$ cat config.mk
export PLATFORM = sky130hd
export DESIGN_NAME = board_eval_flat
export DESIGN_NICKNAME = d
export VERILOG_FILES = /design/src/rtl/chess_pkg.sv /design/src/rtl/board_eval_if.sv /design/src/rtl/board_eval_piece_value.sv /design/src/rtl/board_eval.sv /design/src/flat_wrapper.sv
export SDC_FILE = /design/constraint.sdc
export NUM_CORES = 1
export LEC_CHECK = 0
export CAP_MARGIN = 40
export CORE_ASPECT_RATIO = 1.5
export CORE_MARGIN = 2
export CORE_UTILIZATION = 51
export DETAILED_ROUTE_END_ITERATION = 7
export PLACE_DENSITY = 0.74
export SYNTH_ARGS = -nofsm -noshare
export SYNTH_HDL_FRONTEND = slang
export SYNTH_HIERARCHICAL = 1
export SYNTH_SLANG_ARGS = --single-unit
$ cat constraint.sdc
create_clock -name clk -period 6.4 [get_ports clk]
set_input_delay 0.96 -clock clk [delete_from_list [all_inputs] [get_ports clk]]
set_output_delay 0.96 -clock clk [all_outputs]
set_load 0.01 [all_outputs]
$ cat src/rtl/chess_pkg.sv
// Shared chess constants for the evaluator family: piece codes, material values,
// board geometry and the board_eval state encoding.
package chess_pkg;

    localparam int unsigned BOARD_BYTES = 64;

    localparam logic signed [7:0] EMPTY  = 8'sd0;
    localparam logic signed [7:0] PAWN   = 8'sd1;
    localparam logic signed [7:0] KNIGHT = 8'sd2;
    localparam logic signed [7:0] BISHOP = 8'sd3;
    localparam logic signed [7:0] ROOK   = 8'sd4;
    localparam logic signed [7:0] QUEEN  = 8'sd5;
    localparam logic signed [7:0] KING   = 8'sd6;

    localparam int PAWN_VALUE         = 100;
    localparam int KNIGHT_VALUE       = 320;
    localparam int BISHOP_VALUE       = 330;
    localparam int ROOK_VALUE         = 500;
    localparam int QUEEN_VALUE        = 900;
    localparam int KING_VALUE_DEFAULT = 20000;

    // Result registers hold these until a job has evaluated at least one board
    localparam logic [31:0] EMPTY_INDEX = 32'hFFFF_FFFF;
    localparam logic [31:0] EMPTY_SCORE = 32'h8000_0000;

    localparam logic [3:0] ST_IDLE        = 4'd0;
    localparam logic [3:0] ST_LOAD        = 4'd1;
    localparam logic [3:0] ST_ACK_START   = 4'd2;
    localparam logic [3:0] ST_CHECK_BOARD = 4'd3;
    localparam logic [3:0] ST_RD_SQ       = 4'd4;
    localparam logic [3:0] ST_ACC_SQ      = 4'd5;
    localparam logic [3:0] ST_BOARD_DONE  = 4'd6;
    localparam logic [3:0] ST_WR_SCORE    = 4'd7;
    localparam logic [3:0] ST_FINISH      = 4'd8;

    typedef enum logic [3:0] {
        IDLE        = ST_IDLE,
        LOAD        = ST_LOAD,
        ACK_START   = ST_ACK_START,
        CHECK_BOARD = ST_CHECK_BOARD,
        RD_SQ       = ST_RD_SQ,
        ACC_SQ      = ST_ACC_SQ,
        BOARD_DONE  = ST_BOARD_DONE,
        WR_SCORE    = ST_WR_SCORE,
        FINISH      = ST_FINISH
    } state_t;

endpackage

$ cat src/rtl/board_eval_if.sv
// CPU register port and SDRAM read/write port of board_eval, bundled as one interface.
// Modport slave is the evaluator's view; modport master is the system (CPU + SDRAM) view.
interface board_eval_if;

    logic        slave_waitrequest;
    logic [3:0]  slave_address;
    logic        slave_read;
    logic [31:0] slave_readdata;
    logic        slave_write;
    logic [31:0] slave_writedata;

    logic        master_waitrequest;
    logic [31:0] master_address;
    logic        master_read;
    logic [31:0] master_readdata;
    logic        master_readdatavalid;
    logic        master_write;
    logic [31:0] master_writedata;

    modport slave (
        output slave_waitrequest, slave_readdata,
        input  slave_address, slave_read, slave_write, slave_writedata,
        output master_address, master_read, master_write, master_writedata,
        input  master_waitrequest, master_readdata, master_readdatavalid
    );

    modport master (
        input  slave_waitrequest, slave_readdata,
        output slave_address, slave_read, slave_write, slave_writedata,
        input  master_address, master_read, master_write, master_writedata,
        output master_waitrequest, master_readdata, master_readdatavalid
    );

endinterface

$ cat src/rtl/board_eval_piece_value.sv
// piece_value: signed 8-bit piece code to signed 32-bit material value.
// Sign carries colour (positive = white); magnitudes outside 1..6 are worth nothing.
module piece_value
    import chess_pkg::*;
#(
    parameter int KING_VALUE = KING_VALUE_DEFAULT
) (
    input  logic signed [7:0]  code,
    output logic signed [31:0] value
);

    logic [7:0]         mag;
    logic signed [31:0] base;

    always_comb begin
        // -128 has no positive counterpart; it stays 128 here and falls to the zero case
        mag = code[7] ? (~code + 8'd1) : code;
        case (mag)
            PAWN:    base = PAWN_VALUE;
            KNIGHT:  base = KNIGHT_VALUE;
            BISHOP:  base = BISHOP_VALUE;
            ROOK:    base = ROOK_VALUE;
            QUEEN:   base = QUEEN_VALUE;
            KING:    base = KING_VALUE;
            default: base = '0;
        endcase
        value = code[7] ? -base : base;
    end

endmodule

$ cat src/rtl/board_eval.sv
// board_eval: sums material over an SDRAM array of 64-byte boards and reports the best one.
// Build option SCORE_WRITEBACK_EN adds a per-board score write to SCORE_BASE + board*4.
module board_eval
    import chess_pkg::*;
#(
    parameter int unsigned MAX_BOARDS = 64,
    parameter int          KING_VALUE = KING_VALUE_DEFAULT
) (
    input logic         clk,
    input logic         rst_n,
    board_eval_if.slave bus
);

    state_t             state;
    logic [31:0]        base_addr;
    logic [31:0]        num_boards;
    logic               maximize;
    logic [31:0]        board;
    logic [5:0]         sq;
    logic signed [7:0]  sq_code;
    logic signed [31:0] sq_value;
    logic signed [31:0] acc;
    logic [31:0]        best_idx;
    logic signed [31:0] best_score;
    logic [31:0]        board_limit;
    logic               take;
`ifdef SCORE_WRITEBACK_EN
    logic [31:0]        score_base;
    logic signed [31:0] wr_score;
`endif

    piece_value #(.KING_VALUE(KING_VALUE)) u_piece_value (
        .code  (sq_code),
        .value (sq_value)
    );

    always_comb begin
        board_limit = (num_boards > 32'(MAX_BOARDS)) ? 32'(MAX_BOARDS) : num_boards;
        // Strict compare keeps the lowest index on ties; board 0 always seeds the best
        take = (board == '0) || (maximize ? (acc > best_score) : (acc < best_score));
    end

    assign bus.slave_waitrequest = !(state inside {IDLE, ACK_START, FINISH});

    always_comb begin
        bus.slave_readdata = '0;
        if (bus.slave_read) begin
            case (bus.slave_address)
                4'd0:    bus.slave_readdata = best_idx;
                4'd1:    bus.slave_readdata = best_score;
                default: bus.slave_readdata = '0;
            endcase
        end
    end

    always_comb begin
        bus.master_read      = (state == RD_SQ);
        bus.master_address   = '1;
        bus.master_write     = 1'b0;
        bus.master_writedata = '0;
        if (state == RD_SQ)
            bus.master_address = base_addr + board * BOARD_BYTES + 32'(sq);
`ifdef SCORE_WRITEBACK_EN
        if (state == WR_SCORE) begin
            bus.master_address   = score_base + (board << 2);
            bus.master_write     = 1'b1;
            bus.master_writedata = wr_score;
        end
`endif
    end

    always_ff @(posedge clk) begin
        if (!rst_n) begin
            state      <= IDLE;
            base_addr  <= '0;
            num_boards <= '0;
            maximize   <= 1'b0;
            board      <= '0;
            sq         <= '0;
            sq_code    <= '0;
            acc        <= '0;
            best_idx   <= EMPTY_INDEX;
            best_score <= EMPTY_SCORE;
`ifdef SCORE_WRITEBACK_EN
            score_base <= '0;
            wr_score   <= '0;
`endif
        end else begin
            case (state)
                IDLE: begin
                    if (bus.slave_write) begin
                        if (bus.slave_address == 4'd0) begin
                            state <= ACK_START;
                        end else begin
                            state <= LOAD;
                            case (bus.slave_address)
                                4'd1: base_addr  <= bus.slave_writedata;
                                4'd2: num_boards <= bus.slave_writedata;
                                4'd3: maximize   <= bus.slave_writedata[0];
`ifdef SCORE_WRITEBACK_EN
                                4'd4: score_base <= bus.slave_writedata;
`endif
                                default: ;
                            endcase
                        end
                    end
                end
                LOAD: state <= IDLE;
                ACK_START: begin
                    board      <= '0;
                    sq         <= '0;
                    acc        <= '0;
                    best_idx   <= EMPTY_INDEX;
                    best_score <= EMPTY_SCORE;
                    state      <= CHECK_BOARD;
                end
                CHECK_BOARD: state <= (board == board_limit) ? FINISH : RD_SQ;
                RD_SQ: begin
                    if (bus.master_readdatavalid) begin
                        sq_code <= bus.master_readdata[7:0];
                        state   <= ACC_SQ;
                    end
                end
                ACC_SQ: begin
                    acc   <= acc + sq_value;
                    sq    <= sq + 6'd1;
                    state <= (sq == 6'd63) ? BOARD_DONE : RD_SQ;
                end
                BOARD_DONE: begin
                    if (take) begin
                        best_idx   <= board;
                        best_score <= acc;
                    end
                    acc <= '0;
`ifdef SCORE_WRITEBACK_EN
                    // board advances only after the score write so WR_SCORE can address it
                    wr_score <= acc;
                    state    <= WR_SCORE;
`else
                    board <= board + 32'd1;
                    state <= CHECK_BOARD;
`endif
                end
`ifdef SCORE_WRITEBACK_EN
                WR_SCORE: begin
                    if (!bus.master_waitrequest) begin
                        board <= board + 32'd1;
                        state <= CHECK_BOARD;
                    end
                end
`endif
                FINISH: begin
                    if (bus.slave_read && bus.slave_address == 4'd0)
                        state <= IDLE;
                end
                default: state <= IDLE;
            endcase
        end
    end

endmodule

$ cat src/flat_wrapper.sv
// flat-port wrapper written by rule: the top's interface ports become plain ports
module board_eval_flat import chess_pkg::*;
#(
    parameter int unsigned MAX_BOARDS = 64,
    parameter int          KING_VALUE = KING_VALUE_DEFAULT
)
  (clk, rst_n, bus_slave_waitrequest, bus_slave_readdata, bus_slave_address, bus_slave_read, bus_slave_write, bus_slave_writedata, bus_master_address, bus_master_read, bus_master_write, bus_master_writedata, bus_master_waitrequest, bus_master_readdata, bus_master_readdatavalid);
  board_eval_if bus_i ();
  input logic clk;
  input logic rst_n;
  output wire logic [$bits(bus_i.slave_waitrequest)-1:0] bus_slave_waitrequest;
  output wire logic [$bits(bus_i.slave_readdata)-1:0] bus_slave_readdata;
  input wire logic [$bits(bus_i.slave_address)-1:0] bus_slave_address;
  input wire logic [$bits(bus_i.slave_read)-1:0] bus_slave_read;
  input wire logic [$bits(bus_i.slave_write)-1:0] bus_slave_write;
  input wire logic [$bits(bus_i.slave_writedata)-1:0] bus_slave_writedata;
  output wire logic [$bits(bus_i.master_address)-1:0] bus_master_address;
  output wire logic [$bits(bus_i.master_read)-1:0] bus_master_read;
  output wire logic [$bits(bus_i.master_write)-1:0] bus_master_write;
  output wire logic [$bits(bus_i.master_writedata)-1:0] bus_master_writedata;
  input wire logic [$bits(bus_i.master_waitrequest)-1:0] bus_master_waitrequest;
  input wire logic [$bits(bus_i.master_readdata)-1:0] bus_master_readdata;
  input wire logic [$bits(bus_i.master_readdatavalid)-1:0] bus_master_readdatavalid;
  assign bus_slave_waitrequest = bus_i.slave_waitrequest;
  assign bus_slave_readdata = bus_i.slave_readdata;
  assign bus_i.slave_address = bus_slave_address;
  assign bus_i.slave_read = bus_slave_read;
  assign bus_i.slave_write = bus_slave_write;
  assign bus_i.slave_writedata = bus_slave_writedata;
  assign bus_master_address = bus_i.master_address;
  assign bus_master_read = bus_i.master_read;
  assign bus_master_write = bus_i.master_write;
  assign bus_master_writedata = bus_i.master_writedata;
  assign bus_i.master_waitrequest = bus_master_waitrequest;
  assign bus_i.master_readdata = bus_master_readdata;
  assign bus_i.master_readdatavalid = bus_master_readdatavalid;
  board_eval #(.MAX_BOARDS(MAX_BOARDS), .KING_VALUE(KING_VALUE)) u_core (.clk(clk), .rst_n(rst_n), .bus(bus_i));
endmodule
### After elaboration in Yosys (flattened, before gate mapping)

Index checks and enable logic that the tools add are counted.

* register bits: 211
* input bits: 74
* output and inout bits: 99
* logic and storage cells: 82

* $add $sub $neg: 7
* $lt $le $gt $ge: 3
* equality and inequality tests: 21
* muxes and demuxes: 22
* bitwise logic cells: 2
* reduce and logical (&&, ||, !) cells: 17

Operator list (count)
* $pmux W32 S2: 5
* $mux W32: 6
* $pmux W15 S6: 1
* $add A32 B32 Y32: 2
* $add A32 B1 Y32 const B: 1
* $add A32 B6 Y32: 1
* $eq A32 B32 Y1: 1
* $gt A32 B32 Y1: 1
* $gt A32 B7 Y1 const B: 1
* $logic_not A32 Y1: 1
* $lt A32 B32 Y1: 1
* $neg A32 Y32: 1
* $eq A8 B3 Y1 const B: 3
* $pmux W4 S6: 1
* $eq A4 B2 Y1 const B: 4
* $eq A8 B2 Y1 const B: 2
* $mux W4: 4
* $eq A4 B3 Y1 const B: 3
* $pmux W6 S2: 1
* $reduce_and A4 Y1: 3
* $add A8 B1 Y8 const B: 1
* $eq A8 B1 Y1 const B: 1
* $logic_not A4 Y1: 2
* $mux W8: 1
* 18 further kinds: 24

### Longest topological paths before layout

Gate-level depths: netlist (run 1).

* word-level depth: 9
* gate-level depth with buffers: 26
* gate-level depth less buffers: 24

### Cells and area by module

The synthesis (run 1) kept the hierarchy.

Modules (own cells, without submodules)
* board_eval: times used 1, cells an instance 1594, area each 12857.3 sq um, sequential area each 4224.1 sq um
* piece_value: times used 1, cells an instance 135, area each 857.1 sq um, sequential area each 0.0 sq um

### Worst setup path after synthesis (run 1)

Ideal clock, no wire load.

* path kind: reg2reg
* start: register u_core.sq_code[0]
* end: register u_core.acc[24]
* setup time: 0.125 ns
* data arrival time: 4.897 ns
* required time: 6.275 ns
* setup slack: 1.378 ns
* cell stages (with the launch flop): 26
* buffers on the path: 2
* clock period less this slack: 5.022 ns
* path through: dfxtp_1 -> buf_2 -> inv_1 -> ha_1 -> or3b_1 -> nor3b_1 -> nor3_2 -> nand2_1 -> nor3_1 -> inv_1 -> ha_1 -> inv_1 -> a31oi_4 -> buf_6 -> ha_1 -> nand2_1 -> o21ai_0 -> ha_1 -> or2_2 -> a21oi_1 -> a21oi_1 -> o32a_1 -> a21o_1 -> a21oi_1 -> xor2_1 -> o21ai_1

* cells in the longest elaborated chain, start to end: 9
* elaborated cells between the ends (all ways): 14
* classes of those cells: 3 x add/sub; 6 x eq/ne; 4 x mux; 1 x bitwise

RTL lines
* start, declared: line board_eval.sv:20 `logic signed [7:0] sq_code;`
* start signal, assigned: line board_eval.sv:120 `sq_code <= bus.master_readdata[7:0];`
* $not A8 Y8: line board_eval_piece_value.sv:17 `mag = code[7] ? (~code + 8'd1) : code;`
* $add A8 B1 Y8: line board_eval_piece_value.sv:17
* $mux W8 (*): line board_eval_piece_value.sv:17
* $eq A8 B3 Y1, or another cell as far along: line board_eval_piece_value.sv:18 `case (mag)`
* $pmux W15 S6 (*): line board_eval_piece_value.sv:18
* $neg A32 Y32: line board_eval_piece_value.sv:27 `value = code[7] ? -base : base;`
* $mux W32 (*): line board_eval_piece_value.sv:27
* named net u_core.sq_value[1]: line board_eval.sv:21 `logic signed [31:0] sq_value;`
* $add A32 B32 Y32 (*): line board_eval.sv:125 `acc <= acc + sq_value;`
* $pmux W32 S2 (*): line board_eval.sv:89 `case (state)`
* end signal, assigned: line board_eval.sv:125
* end, declared: line board_eval.sv:22 `logic signed [31:0] acc;`

Mark *: on every way through the listed nets, which the timed path passes. The rest lies on a longest branch.
A chain may end at the register's enable or synchronous reset.

### Final worst setup path (run 1)

* start: register u_core.sq_code[0]
* end: register u_core.acc[31]

The elaborated chain is that of the path after synthesis.

==> results.yml, run 1 <==
outcome:
  status: "finished clean"
clock_tree:
  cts.path.max_buffers: 3
  ctsHoldBuffers: 0
  clock_latency_on_the_worst_skew_pair_ps: 510
  clock-root-buffer: "clkbuf_16"
  cts.reportedPaths.clkPinSlew_ps: 60
  clock-sinks: 211
  cts_tree: "built"
  cts_max_level: 1
  numCtsBuffers: 22
logic_synthesis:
  synth_flop_cell: "dfxtp_1"
  synth_area_sq_mm: 0.01371
  synth.top_cells.by_area: "dfxtp_1 (31%), ha_1 (9.4%), nand2_1 (7.9%)"
  syn_inst: 1729
  ys_ff_latch: 211
  count_of_flip_flops_with_a_built_in_enable_after_synthesis: 0
  synth_largest_type_area_fraction_pct: 30.80
  mapped_avg_cell_area_sq_um: 7.932
  async_flop_share_pct: 0
  yosys.cell_types.count: 85
  synth_largest_area_cell: "dfxtp_1"
  synth.yosys.seq_area_share_pct: 30.80
  yosysWarnings: 6
cells_and_area:
  finish.instance_area_sq_mm: 0.01568
  layout_cell_share_with_drive_strength_beyond_1_pct: 5.033
  area_growth_pct: 14.30
  num_antenna_cells: 0
  layout.cells.most_common_list: "nand2_1 (288), dfxtp_1 (211), clkdlybuf4s50_1 (113), a21oi_1 (106), ha_1 (103)"
  most_common_cell_after_layout_fill_and_taps_aside: "nand2_1"
  design.final.nets: 1971
drt:
  drt_wl_total_um: 37950
  firstDrtPassIters: 5
  detail_route.vias_per_cell: 5.960
  first_iter_violations: 903
  num_vias: 12790
  detail_route.wl_per_cell_um: 17.69
  detail-route-antenna-nets: 0
  remaining_drc_errors: 0
worst_setup_path:
  timing.critical_path.required_ps: 6860
  crit_path_start_kind: "register"
  crit_fanout: 10
  worstSetupPathType: "reg2reg"
  crit_arrival_ps: 6210
  worstSetupEndpointType: "register"
sta:
  fmaxAchievable_mhz: 173.7
  slew_headroom_pct: 38.75
  finClkSkew_ps: 11.56
  post-route-period-util_pct: 89.94
  tightestPinTransition_ps: 910.4
  final.setup.tns_ps: 0
  setup_repair_after_global_routing_missed_its_margin: "false"
  layout_min_cycle_time_ps: 5756
  slew_violations: 0
  finalSetupViolations: 0
  final.setup.worst_slack_ps: 643.9
  timing_hold_violations_final: 0
floorplan:
  floorplan.die_area_sq_mm: 0.02825
  floorplan.initialDensity_pct: 51.78
  floorplan.io_pins: 173
  floorplan.rows: 73
  dieWidth_um: 137.9
  chipHeight_um: 204.8
  placeableCoreArea_sq_mm: 0.02649
place:
  gp_congestion: 0.9268
  place_area_sq_mm: 0.01492
  minimum_setup_slack_after_placement_ps: 519.0
  port_buffers: 114
  detailed_place_hpwl_um: 28050
global_route:
  grt_pass1_wl_um: 61150
  first_global_vias: 12270
  globalRouteTotalUtil_pct: 26.86
  grt_overflow_total: 0
  antenna_found_initial: 0
  largest_net_degree_at_the_start_of_global_routing: 101
power:
  ir_worst_vdd_v: 0.0001654
  design_power_total_w: 0.002810
  power.density_cell_area_mw_per_mm2: 179.3
  reported_leakage_power_nw: 6.121
hold_path:
  hold_path.class: "reg2reg"
job:
  max_cap_violations: 0
## flip-flops by register name (all words and copies together) (netlist names)
| register | count |
|---|---|
| u_core/acc | 32 |
| u_core/base_addr | 32 |
| u_core/best_idx | 32 |
| u_core/best_score | 32 |
| u_core/board | 32 |
| u_core/num_boards | 32 |
| u_core/sq_code | 8 |
| u_core/sq | 6 |
| u_core/state | 4 |
| u_core/maximize | 1 |
## Yosys cell counts, types with 19 or more instances
library cell  instances
nor2b_1              46
o21ai_0              72
nand3_1              50
o22a_1               26
xor2_1               29
xnor2_1              26
nor4_1               19
and2_1               19
inv_1                59
a22o_1               63
nor2_1               83
a21oi_1             106
dfxtp_1             211
a21o_1               37
nor3_1               39
buf_4                38
clkbuf_1             72
a21boi_0             78
nand2_1             288
ha_1                103
## what timing repair did
action,4_1_cts,5_1_grt
gates resized for setup,0,1
buffers inserted,0,0
endpoints found under the setup margin,0,1
## cell type report
type,instances,area [sq um]
Clock buffer,30,621.8
Inverter,60,225.2
Fill cell,2435,10810
Timing Repair Buffer,136,1319
Clock inverter,10,130.1
Multi-Input combinational cell,1361,8733
Sequential cell,211,4224
Tap cell,337,421.7
## report_power, final
group | internal [W] | switching [W] | total [W]
Combinational | 0.0000619 | 0.0000731 | 0.000135
Clock | 0.000803 | 0.000549 | 0.00135
Sequential | 0.00132 | 0.00000451 | 0.00132
## worst paths after layout
check | startpoint | slack (ps) | cells after the start | end
hold reg to reg | u_core/num_boards[22]$_SDFFE_PN0P_ | 460 | 2 | u_core/num_boards[22]$_SDFFE_PN0P_
setup reg to reg | u_core/sq_code[0]$_SDFFE_PN0P_ | 640 | 23 | u_core/acc[31]$_SDFFE_PN0P_
hold / removal | u_core/num_boards[22]$_SDFFE_PN0P_ | 460 | 2 | u_core/num_boards[22]$_SDFFE_PN0P_
setup / recovery | u_core/sq_code[0]$_SDFFE_PN0P_ | 640 | 23 | u_core/acc[31]$_SDFFE_PN0P_
## through the flow
stage / hold WS, ps / utilization [%] / cells
floorplan: 437.4 / - / 1761
global placement: 446.6 / 56.21 / 2103
detailed placement: 457.9 / 56.32 / 2105
CTS: 467.2 / 59.16 / 2145
global route: 483.7 / 59.18 / 2145
finish: 463.1 / 59.18 / 2145
## logic make-up after synthesis
group / count (synthesis) / synth area share [%]
simple gates: 634 / 21.85
compound gates: 524 / 26.77
flops: 211 / 30.80
buf+inv: 189 / 6.642
fa+ha+maj: 105 / 9.689
xor+xnor: 55 / 3.512
mux: 9 / 0.6842
other cells: 2 / 0.05476
## metal layers
layer	global-route usage, %	share of wire (%)	wire length, um	up-vias
met2	49.63	52	19650	345
met4	10.13	3.6	1358	0
met3	2.128	4.2	1579	77
li1	-	-	-	6254
met1	31.71	40	15360	6109
met5	0	0	0	-
## worst max-delay path, stage by stage (launching register included)
cell and delay [ps]:
dfxtp_1 400, inv_1 140, ha_1 310, or3b_1 390
nor3b_1 160, nor3_2 220, nand2_1 220, nor3_2 370
inv_1 120, ha_1 300, inv_1 180, a31oi_1 90
ha_1 320, nand2_1 60, o21ai_0 80, ha_1 390
and2_1 190, o2111ai_1 170, a21boi_0 500, o311ai_0 290
a21oi_1 230, mux2i_1 250, mux2i_1 190, and2_1 130
Note: power is estimated with default switching activity, not from simulation.
==> run 2, diff against run 1 <==
Settings changed: CTS_CLUSTER_DIAMETER set to 60.
==> results of run 2 <==
Final layout, timing and power as in run 1 (identical DEF).
==> run 3, diff against run 2 <==
Settings changed: CAP_MARGIN 40 to not set.
==> results.yml, run 3 (synthesized netlist as in run 1, its figures left out) <==
outcome:
  status: "finished clean"
place:
  detailed_place_hpwl_um: 28090
  port_buffers: 114
  place_area_sq_mm: 0.01489
  gp_congestion: 0.9268
  minimum_setup_slack_after_placement_ps: 505.2
floorplan:
  placeableCoreArea_sq_mm: 0.02649
  floorplan.initialDensity_pct: 51.78
  dieWidth_um: 137.9
  chipHeight_um: 204.8
  floorplan.rows: 73
  floorplan.die_area_sq_mm: 0.02825
  floorplan.io_pins: 173
clock_tree:
  ctsHoldBuffers: 0
  numCtsBuffers: 22
  cts.repair_timing.setup_buffer_count: 0
  clock-sinks: 211
  clock-root-buffer: "clkbuf_16"
  cts.path.max_buffers: 3
  cts.reportedPaths.clkPinSlew_ps: 60
  cts_max_level: 1
  clock_latency_on_the_worst_skew_pair_ps: 530
  cts_tree: "built"
drt:
  remaining_drc_errors: 0
  detail_route.vias_per_cell: 6.017
  detail_route.wl_per_cell_um: 17.80
  drt_wl_total_um: 38150
  detail-route-antenna-nets: 0
  first_iter_violations: 815
  num_vias: 12900
  firstDrtPassIters: 5
global_route:
  grt_overflow_total: 0
  first_global_vias: 12460
  largest_net_degree_at_the_start_of_global_routing: 101
  antenna_found_initial: 0
  globalRouteTotalUtil_pct: 26.90
  grt_pass1_wl_um: 60910
sta:
  slew_headroom_pct: 22.58
  layout_min_cycle_time_ps: 5878
  final.setup.tns_ps: 0
  setup_repair_after_global_routing_missed_its_margin: "false"
  post-route-period-util_pct: 91.85
  finalSetupViolations: 0
  fmaxAchievable_mhz: 170.1
  finClkSkew_ps: 17.21
  tightestPinTransition_ps: 1161
  slew_violations: 0
  timing_hold_violations_final: 0
  final.setup.worst_slack_ps: 521.9
power:
  pwr-share-comb_pct: 4.6
  reported_leakage_power_nw: 6.142
  ir_worst_vdd_v: 0.0001838
  clock_power_share_pct: 50.1
  p_int_w: 0.002295
  power.share.sequential_pct: 45.3
  power.density_cell_area_mw_per_mm2: 185.7
  netSwitchingPower_w: 0.0006233
  net_sw_share_pct: 21.36
hold_path:
  min_delay_worst_endpoint: "u_core/num_boards[22]$_SDFFE_PN0P_"
  hold_path.class: "reg2reg"
  hold_start: "u_core/num_boards[22]$_SDFFE_PN0P_"
  worst_hold_path_stage_count: 2
worst_setup_path:
  ff2ff_path_depth: 23
  worst-r2r-setup-slack_ps: 520
  worstSetupPathType: "reg2reg"
  crit-reg2reg-capture: "u_core/acc[31]$_SDFFE_PN0P_"
  crit_path_start_kind: "register"
  crit_arrival_ps: 6340
  worstSetupEndpointType: "register"
  timing.critical_path.required_ps: 6860
  regToRegStartpoint: "u_core/sq_code[0]$_SDFFE_PN0P_"
  crit_fanout: 10
cells_and_area:
  area_growth_pct: 14.62
  layout_cell_share_with_drive_strength_beyond_1_pct: 4.983
  design.final.nets: 1969
  finish.instance_area_sq_mm: 0.01572
  layout.cells.most_common_list: "nand2_1 (288), dfxtp_1 (211), clkdlybuf4s50_1 (113), a21oi_1 (106), ha_1 (103)"
  final_design_utilization_pct: 59.35
  num_antenna_cells: 0
  most_common_cell_after_layout_fill_and_taps_aside: "nand2_1"
job:
  max_cap_violations: 0
==> run 3: cell types whose count changed in the layout (fill, tap and decap cells not counted) <==
| cell | change |
|---|---|
| clkbuf_1 | -1 |
| clkinvlp_4 | -1 |
| bufinv_16 | +2 |
| clkbuf_8 | +3 |
| clkinv_2 | -3 |
| buf_8 | -2 |
==> run 3: through the flow <==
stage | hold WS, ps | cells | power (W)
after floorplan | 437.4 | 1761 | 0.001438
after global placement | 446.6 | 2103 | 0.001485
after detailed placement | 457.7 | 2103 | 0.001486
after CTS | 466.3 | 2143 | 0.002945
after global routing | 481.6 | 2143 | 0.002994
final | 463.2 | 2143 | 0.002919
==> run 3: cell type report <==
class                           count  area [sq um]
Sequential cell                   211          4224
Fill cell                        2395         10770
Multi-Input combinational cell   1361          8733
Timing Repair Buffer              134          1289
Clock inverter                      8         167.7
Tap cell                          337         421.7
Inverter                           60         225.2
Clock buffer                       32         659.4
==> run 3: worst max-delay path: stages (launching register included) <==
cell and delay (ps):
dfxtp_1 400, inv_1 140, ha_1 310, or3b_1 390, nor3b_1 160, nor3_2 220
nand2_1 230, nor3_2 380, inv_1 120, ha_1 290, inv_1 180, a31oi_1 90
ha_1 320, nand2_1 60, o21ai_0 90, ha_1 380, and2_1 200, o2111ai_1 180
a21boi_0 550, o311ai_0 320, a21oi_1 230, mux2i_1 270, mux2i_1 190, and2_1 140
==> run 3: worst max-delay path by stage <==
stage / slack [ps] / end / from / depth (start not counted)
after floorplan: 1380 / u_core/acc[24]$_SDFFE_PN0P_ / u_core/sq_code[0]$_SDFFE_PN0P_ / 25
after global placement: 680 / u_core/acc[31]$_SDFFE_PN0P_ / u_core/sq_code[0]$_SDFFE_PN0P_ / 23
after detailed placement: 510 / u_core/acc[31]$_SDFFE_PN0P_ / u_core/sq_code[0]$_SDFFE_PN0P_ / 23
after CTS: 490 / u_core/acc[31]$_SDFFE_PN0P_ / u_core/sq_code[0]$_SDFFE_PN0P_ / 23
after global routing: 130 / u_core/acc[31]$_SDFFE_PN0P_ / u_core/sq_code[0]$_SDFFE_PN0P_ / 23
final: 520 / u_core/acc[31]$_SDFFE_PN0P_ / u_core/sq_code[0]$_SDFFE_PN0P_ / 23
==> run 3: power groups by stage <==
| stage | Clock, W | Sequential, W | Combinational, W |
|---|---|---|---|
| final | 0.00146 | 0.00132 | 0.000135 |
| after global routing | 0.00152 | 0.00132 | 0.000147 |
| after CTS | 0.00149 | 0.00132 | 0.000134 |
| after detailed placement | 0 | 0.00135 | 0.000134 |
| after global placement | 0 | 0.00135 | 0.000133 |
| after floorplan | 0 | 0.00135 | 0.0000879 |
==> run 3: layer usage <==
layer / GRT usage (%) / share of wire, %
met1: 30.69 / 40
met2: 48.85 / 52
met3: 2.574 / 4.2
met4: 13.78 / 4.6
met5: 0 / 0
==> run 3: timing repair <==
| action | 4_1_cts | 5_1_grt |
|---|---|---|
| endpoints found under the hold margin | 0 | 0 |
| endpoints found under the setup margin | 0 | 1 |
| gates resized for setup | 0 | 1 |
